$ cat src/rtl/seq_detect_pkg.sv
// Shared types and defaults for the programmable sequence detector.
package seq_detect_pkg;

  localparam int DEF_DATA_W = 8;
  localparam int DEF_PAT_W  = 3;

  localparam logic [2:0] DEF_PATTERN = 3'b101;

  typedef enum logic [1:0] {
    IDLE,
    SHIFT,
    DONE
  } state_e;

endpackage

$ cat src/rtl/seq_match_core.sv
// Serial Mealy matcher: compares the last PAT_W bits (history plus current bit)
// against the pattern, with overlapping matches.
module seq_match_core
  import seq_detect_pkg::*;
#(
  parameter int PAT_W = DEF_PAT_W
) (
  input  logic             clk,
  input  logic             rst,
  input  logic             bit_i,
  input  logic             en_i,
  input  logic             clr_i,
  input  logic [PAT_W-1:0] pattern_i,
  output logic             match_o
);

  localparam int FILL_W = $clog2(PAT_W);

  logic [PAT_W-2:0]  hist_q, hist_d;
  logic [FILL_W-1:0] fill_q, fill_d;
  logic [PAT_W-1:0]  win;

  assign win     = {hist_q, bit_i};
  assign match_o = en_i && (fill_q == FILL_W'(PAT_W - 1)) && (win == pattern_i);

  always_comb begin
    hist_d = hist_q;
    fill_d = fill_q;
    if (clr_i) begin
      hist_d = '0;
      fill_d = '0;
    end else if (en_i) begin
      hist_d = win[PAT_W-2:0];
      if (fill_q != FILL_W'(PAT_W - 1)) begin
        fill_d = fill_q + FILL_W'(1);
      end
    end
  end

  always_ff @(posedge clk or negedge rst) begin
    if (!rst) begin
      hist_q <= '0;
      fill_q <= '0;
    end else begin
      hist_q <= hist_d;
      fill_q <= fill_d;
    end
  end

endmodule

$ cat src/rtl/seq_detect_ctrl.sv
// Word-to-serial sequence detector with valid/ready handshakes and per-word hit count.
// Define SEQDET_CARRY_EN to keep match history across words (stream mode).
module seq_detect_ctrl
  import seq_detect_pkg::*;
#(
  parameter int DATA_W = DEF_DATA_W,
  parameter int PAT_W  = DEF_PAT_W,
  parameter int CNT_W  = $clog2(DATA_W + 1)
) (
  input  logic              clk,
  input  logic              rst,
  input  logic [PAT_W-1:0]  cfg_pattern,
  input  logic              in_valid,
  output logic              in_ready,
  input  logic [DATA_W-1:0] in_data,
  output logic              out_valid,
  input  logic              out_ready,
  output logic [CNT_W-1:0]  out_count,
  output logic              out_hit,
  output logic              bit_valid,
  output logic              bit_x,
  output logic              bit_y
);

  localparam int IDX_W = $clog2(DATA_W);

  state_e              state_q, state_d;
  logic [DATA_W-1:0]   sh_q, sh_d;
  logic [PAT_W-1:0]    pat_q, pat_d;
  logic [IDX_W-1:0]    idx_q, idx_d;
  logic [CNT_W-1:0]    cnt_q, cnt_d;
  logic                accept;
  logic                core_clr;

  assign accept    = (state_q == IDLE) && in_valid;
  assign in_ready  = (state_q == IDLE);
  assign out_valid = (state_q == DONE);
  assign out_count = cnt_q;
  assign out_hit   = |cnt_q;
  assign bit_valid = (state_q == SHIFT);
  assign bit_x     = bit_valid & sh_q[DATA_W-1];

`ifdef SEQDET_CARRY_EN
  // History survives across words unless the newly accepted pattern differs.
  assign core_clr = accept && (cfg_pattern != pat_q);
`else
  assign core_clr = accept;
`endif

  seq_match_core #(
    .PAT_W(PAT_W)
  ) u_core (
    .clk      (clk),
    .rst      (rst),
    .bit_i    (bit_x),
    .en_i     (bit_valid),
    .clr_i    (core_clr),
    .pattern_i(pat_q),
    .match_o  (bit_y)
  );

  always_comb begin
    state_d = state_q;
    sh_d    = sh_q;
    pat_d   = pat_q;
    idx_d   = idx_q;
    cnt_d   = cnt_q;
    case (state_q)
      IDLE: begin
        if (in_valid) begin
          sh_d    = in_data;
          pat_d   = cfg_pattern;
          idx_d   = '0;
          cnt_d   = '0;
          state_d = SHIFT;
        end
      end
      SHIFT: begin
        sh_d  = sh_q << 1;
        cnt_d = cnt_q + CNT_W'(bit_y);
        idx_d = idx_q + IDX_W'(1);
        if (idx_q == IDX_W'(DATA_W - 1)) begin
          state_d = DONE;
        end
      end
      DONE: begin
        if (out_ready) begin
          state_d = IDLE;
        end
      end
      default: state_d = IDLE;
    endcase
  end

  always_ff @(posedge clk or negedge rst) begin
    if (!rst) begin
      state_q <= IDLE;
      sh_q    <= '0;
      pat_q   <= PAT_W'(DEF_PATTERN);
      idx_q   <= '0;
      cnt_q   <= '0;
    end else begin
      state_q <= state_d;
      sh_q    <= sh_d;
      pat_q   <= pat_d;
      idx_q   <= idx_d;
      cnt_q   <= cnt_d;
    end
  end

endmodule

$ cat config.mk
export PLATFORM = sky130hd
export DESIGN_NAME = seq_detect_ctrl
export DESIGN_NICKNAME = d
export VERILOG_FILES = /design/src/rtl/seq_detect_pkg.sv /design/src/rtl/seq_match_core.sv /design/src/rtl/seq_detect_ctrl.sv
export SDC_FILE = /design/constraint.sdc
export NUM_CORES = 1
export LEC_CHECK = 0
export ABC_CLOCK_PERIOD_IN_PS = 3200
export BUFFER_PORTS_ARGS = -buffer_cell sky130_fd_sc_hd__buf_2
export CORE_ASPECT_RATIO = 1.5
export CORE_UTILIZATION = 30
export DETAILED_ROUTE_END_ITERATION = 16
export GPL_ROUTABILITY_DRIVEN = 0
export PLACE_DENSITY = 0.57
export SLEW_MARGIN = 5
export SYNTH_ARGS = -nofsm -noshare
export SYNTH_HDL_FRONTEND = slang
export SYNTH_HIERARCHICAL = 1
export SYNTH_SLANG_ARGS = --single-unit
$ cat constraint.sdc
create_clock -name clk -period 3.2 [get_ports clk]
set_input_delay 0.48 -clock clk [delete_from_list [all_inputs] [get_ports clk]]
set_output_delay 0.48 -clock clk [all_outputs]
set_load 0.02 [all_outputs]
==> results.json, run 1 <==
{
  "wl_met1_mm": 1.07,
  "clk_latency_ns": 0.26,
  "critPathCaptureType": "output pin",
  "core_mm2": 0.00375,
  "startpoint_type": "flop",
  "hold_class": "in -> async",
  "pin_count": 25,
  "ys_warn_count": 6,
  "drive_above_1_share": 0.262,
  "antenna_found_initial": 0,
  "crit_chain": "nand2b_1, inv_1, and2_1, xnor2_1, nand3_1, nor3_2, buf_2",
  "tightest_slew_ns": 0.539,
  "max_stage_delay_ns": 0.56,
  "first_pass_iters": 4,
  "cts_sinks": 24,
  "slew_headroom": 0.640,
  "clock_path_buffers": 2,
  "critPathArrivalTime_ns": 2.14,
  "ys_types": 30,
  "cap_violations": 0,
  "ctsHoldBuffers": 0,
  "synth_cells": 117,
  "p_per_area_mw_per_mm2": 868,
  "n_antenna_cell": 0,
  "slew_viol_final": 0,
  "p_leak_uw": 0.000750,
  "ant_nets": 0,
  "ctsRootBufferMaster": "clkbuf_8",
  "dr_wl_met3_um": 91,
  "dp_cells": 180,
  "cts_resized": 0,
  "cts_tree": "yes",
  "criticalPathCategory": "reg -> out",
  "grt_pass1_vias": 949,
  "first_iter_violations": 40,
  "drc": 0,
  "wl_met2_mm": 1.22,
  "portBuffers": 24,
  "topRoutingLayerUsed": "met4",
  "irDropWorstVdd_mv": 0.361,
  "die_area_mm2": 0.00427,
  "synth_seq_area_share": 0.501,
  "grt_pass1_wl_mm": 4.18,
  "clk_pin_slew_ns": 0.08,
  "wl_mm": 2.40,
  "final_common_cell": "buf_2",
  "finalNonFillerCells": 184,
  "area_delta_synth_final_pct": 17.9,
  "dp_hpwl_mm": 1.73,
  "setup_slack_ns": 0.581,
  "cts.htree.levels": 1,
  "max_freq_ghz": 0.382,
  "min_period_over_period": 0.819,
  "start_util": 0.321,
  "slowest_stage": "dfrtp_1",
  "dr_total_vias": 913,
  "critPathRequiredTime_ns": 2.72,
  "via_per_inst": 4.96,
  "grtUsageTotal": 0.132,
  "avgSynthCellArea_um2": 10.3,
  "syn-num-nets": 137,
  "final_util": 0.378,
  "grt_max_degree": 25,
  "status": "finished clean",
  "die_y_um": 79.6,
  "tns_ns": 0,
  "worst-path-max-fanout": 13,
  "finalHoldViolCount": 0,
  "finClkSkew_ns": 0.00308,
  "row_count": 27,
  "final_cell_mix": "buf_2 (24), dfrtp_1 (22), o21ai_0 (10), nand2_1 (8), nand3_1 (8)",
  "pre_cts_ws_ns": 0.656,
  "cts_buffers": 3,
  "die_w_um": 53.7,
  "postCtsSetupBuffers": 0,
  "ys_ff_latch": 24,
  "grt-ovfl-total": 0,
  "fin_hold_ws_ns": 0.192,
  "wl_per_cell_um": 13.1,
  "finalCriticalPeriod_ns": 2.62,
  "netlist_area_mm2": 0.00120,
  "layout.nets": 162,
  "rsz0062_at_grt": "no",
  "setup_viol": 0
}
==> final timing paths <==
| path | start | endpoint | slack, ns | cells past startpoint |
|---|---|---|---|---|
| hold reg to reg | idx_q[0] | idx_q[0] | 0.51 | 1 |
| hold / removal | rst | idx_q[2] | 0.19 | 1 |
| setup reg to reg | state_q[1] | out_count[3] | 0.63 | 10 |
| setup / recovery | state_q[1] | bit_y | 0.58 | 7 |
| min in group clk | cfg_pattern[1] | pat_q[1] | 0.44 | 2 |
| max in group asynchronous | rst | pat_q[0] | 2.63 | 1 |
==> metal layers <==
layer,vias to the layer above,track usage
met5,-,0
met4,0,0.0500
met3,2,0.0210
met2,17,0.223
met1,441,0.162
li1,453,-
==> metrics by stage <==
step           power [µW]  instance area [µm²]
6_report             1230                 1420
4_1_cts              1250                 1420
2_1_floorplan         906                 1210
3_5_place_dp         1040                 1360
3_3_place_gp         1020                 1360
5_1_grt              1340                 1420
==> cell families after synthesis <==
kind of cell,after synthesis,synth area share
AND/OR/NAND/NOR,40,0.184
AO/OA/AOI/OAI,26,0.130
flip-flops,24,0.501
buffers and inverters,11,0.0405
multiplexers,6,0.0561
XOR/XNOR,5,0.0364
adder cells (fa/ha/maj),5,0.0520
==> critical path, delay by kind of cell (launching register included) <==
| kind | cells | cell delay (ns) |
|---|---|---|
| AND/OR/NAND/NOR | 4 | 0.88 |
| flip-flops | 1 | 0.56 |
| buffers and inverters | 2 | 0.30 |
| XOR/XNOR | 1 | 0.14 |
==> power breakdown <==
| part | total [µW] | internal [µW] | switching, µW |
|---|---|---|---|
| Clock | 202 | 110 | 92.1 |
| Combinational | 498 | 219 | 279 |
| Sequential | 532 | 431 | 101 |
==> synthesized netlist by cell type, drive strengths merged <==
cell type	number	share of area
nor2	6	0.019
clkbuf	3	0.0094
buf	2	0.012
a22o	1	0.0073
and3	1	0.0052
dfrtp	22	0.46
nor3	2	0.0083
inv	6	0.019
xor2	3	0.022
mux2	3	0.031
ha	5	0.052
nand3b	1	0.0062
nor2b	2	0.010
or4	1	0.0062
nand2b	1	0.0052
a22oi	7	0.044
and2	1	0.0052
nand2	8	0.025
a311o	1	0.0083
nand3	8	0.033
a21oi	7	0.029
mux2i	3	0.025
dfstp	2	0.044
xnor2	2	0.015
or3b	1	0.0094
o21ai	10	0.042
and2b	8	0.051
==> sequential cells by signal, summed over array words and instances (netlist names) <==
signal and count:
u_core/fill_q 2, idx_q 3, sh_q 8, out_count 4, state_q 2, u_core/hist_q 2, pat_q 3
==> final cells by class <==
class                      count  area [µm²]
tap                           43        53.8
clock buffer                   4        55.1
timing repair buffer          25         128
sequential                    24         603
fill                         388        2330
inverter                       6        22.5
multi-input combinational     82         557
Note: power is estimated with default switching activity, not from simulation.
==> inputs of run 2 (changes only) <==
--- a/config.mk
+++ b/config.mk
@@ -5,7 +5,7 @@
 export SDC_FILE = /design/constraint.sdc
 export NUM_CORES = 1
 export LEC_CHECK = 0
-export ABC_CLOCK_PERIOD_IN_PS = 3200
+export ABC_CLOCK_PERIOD_IN_PS = 2600
 export BUFFER_PORTS_ARGS = -buffer_cell sky130_fd_sc_hd__buf_2
 export CORE_ASPECT_RATIO = 1.5
 export CORE_UTILIZATION = 30
==> constraint.sdc (replaced) <==
create_clock -name clk -period 2.6 [get_ports clk]
set_input_delay 0.39 -clock clk [delete_from_list [all_inputs] [get_ports clk]]
set_output_delay 0.39 -clock clk [all_outputs]
set_load 0.02 [all_outputs]
==> results.json, run 2 (synthesis gave the netlist of run 1 again) <==
{
  "status": "finished clean",
  "startpoint_type": "flop",
  "cts.htree.levels": 1,
  "pin_count": 25,
  "setup_slack_ns": 0.419,
  "critPathRequiredTime_ns": 2.75,
  "r2r_cells": 10,
  "setup_viol": 0,
  "grt_pass1_vias": 911,
  "cap_violations": 0,
  "min_period_over_period": 0.839,
  "rsz0062_at_grt": "no",
  "grtUsageTotal": 0.125,
  "timing.rr.start": "state_q[0]",
  "ctsRootBufferMaster": "clkbuf_8",
  "drive_above_1_share": 0.280,
  "wl_per_cell_um": 12.6,
  "postCtsSetupBuffers": 0,
  "cts_sinks": 24,
  "finalHoldViolCount": 0,
  "slowest_stage": "dfrtp_1",
  "crit_chain": "nand2b_1, inv_1, and2_2, xnor2_1, nand3_1, nor3_4, ha_1, nand3_1, and3_1, a311o_1",
  "clk_latency_ns": 0.26,
  "cts_resized": 0,
  "die_y_um": 79.6,
  "finalCriticalPeriod_ns": 2.18,
  "dp_hpwl_mm": 1.69,
  "final_common_cell": "buf_2",
  "pre_cts_ws_ns": 0.439,
  "r2r-end": "out_count[3]",
  "crit_top_cell": "nand3_1",
  "r2r_slack_ns": 0.42,
  "ctsHoldBuffers": 0,
  "critPathCaptureType": "flop",
  "fillCellCount": 377,
  "clk_pin_slew_ns": 0.09,
  "die_area_mm2": 0.00427,
  "critPathBufInv": 1,
  "area_delta_synth_final_pct": 21.1,
  "critPathArrivalTime_ns": 2.33,
  "worst-path-max-fanout": 12,
  "grt-ovfl-total": 0,
  "clock_path_buffers": 2,
  "drc": 0,
  "core_mm2": 0.00375,
  "criticalPathCategory": "reg -> reg",
  "tightest_slew_ns": 0.538,
  "final_util": 0.389,
  "max_freq_ghz": 0.459,
  "final_cell_mix": "buf_2 (24), dfrtp_1 (22), o21ai_0 (10), nand2_1 (8), nand3_1 (8)",
  "hold_class": "in -> async",
  "via_per_inst": 4.95,
  "cts_buffers": 3,
  "first_iter_violations": 14,
  "grt_pass1_wl_mm": 4.01,
  "irDropWorstVdd_mv": 0.521,
  "first_pass_iters": 3,
  "slew_headroom": 0.641,
  "grt_max_degree": 25,
  "p_leak_uw": 0.000770,
  "cts_tree": "yes",
  "slew_viol_final": 0,
  "start_util": 0.321,
  "row_count": 27,
  "tns_ns": 0,
  "wl_mm": 2.35,
  "critPathTopFamily": "simple AND/OR/NAND/NOR gates",
  "die_w_um": 53.7,
  "dr_total_vias": 921,
  "n_antenna_cell": 0,
  "portBuffers": 24,
  "finClkSkew_ns": 0.00717,
  "antenna_found_initial": 0,
  "ant_nets": 0,
  "max_stage_delay_ns": 0.50,
  "p_per_area_mw_per_mm2": 1110,
  "layout.nets": 164,
  "largest_reg_flops": 8,
  "largest-register": "sh_q"
}
==> run 2: stage by stage <==
stage          power (µW)  instance area, µm²  std cells  hold WS [ns]
6_report             1620                1460        186        0.0937
5_1_grt              1760                1460        186         0.130
4_1_cts              1640                1460        186         0.114
3_5_place_dp         1310                1390        182         0.410
3_3_place_gp         1290                1390        182         0.397
2_1_floorplan        1130                1220        117        0.0944
==> run 2: where the power goes <==
part	switching [µW]	internal, µW
logic	365	287
registers	110	530
clock network	117	206
==> run 2: routing by layer <==
metal  part of all wire  vias to the layer above  global-route usage
met1               0.42                      442               0.144
li1                   -                      457                   -
met4             0.0094                        0              0.0500
met3              0.042                        2              0.0171
met2               0.53                       20               0.220
met5                  0                        -                   0
==> run 2: worst max path at each step <==
stage / start / endpoint / depth (start not counted)
final: state_q[0] / out_count[3] / 10
after global routing: state_q[0] / out_count[3] / 10
after CTS: state_q[0] / out_count[3] / 10
after detailed placement: state_q[0] / out_count[3] / 10
after global placement: state_q[0] / out_count[3] / 10
after floorplan: state_q[1] / out_count[3] / 11
==> run 2: layout make-up <==
class | instances | area, µm² | area share
Clock inverter | 1 | 30.0 | 0.0206
Clock buffer | 3 | 41.3 | 0.0283
Tap cell | 43 | 53.8 | 0.0369
Timing Repair Buffer | 27 | 143 | 0.0979
Sequential cell | 24 | 603 | 0.414
Multi-Input combinational cell | 82 | 564 | 0.387
Inverter | 6 | 22.5 | 0.0155
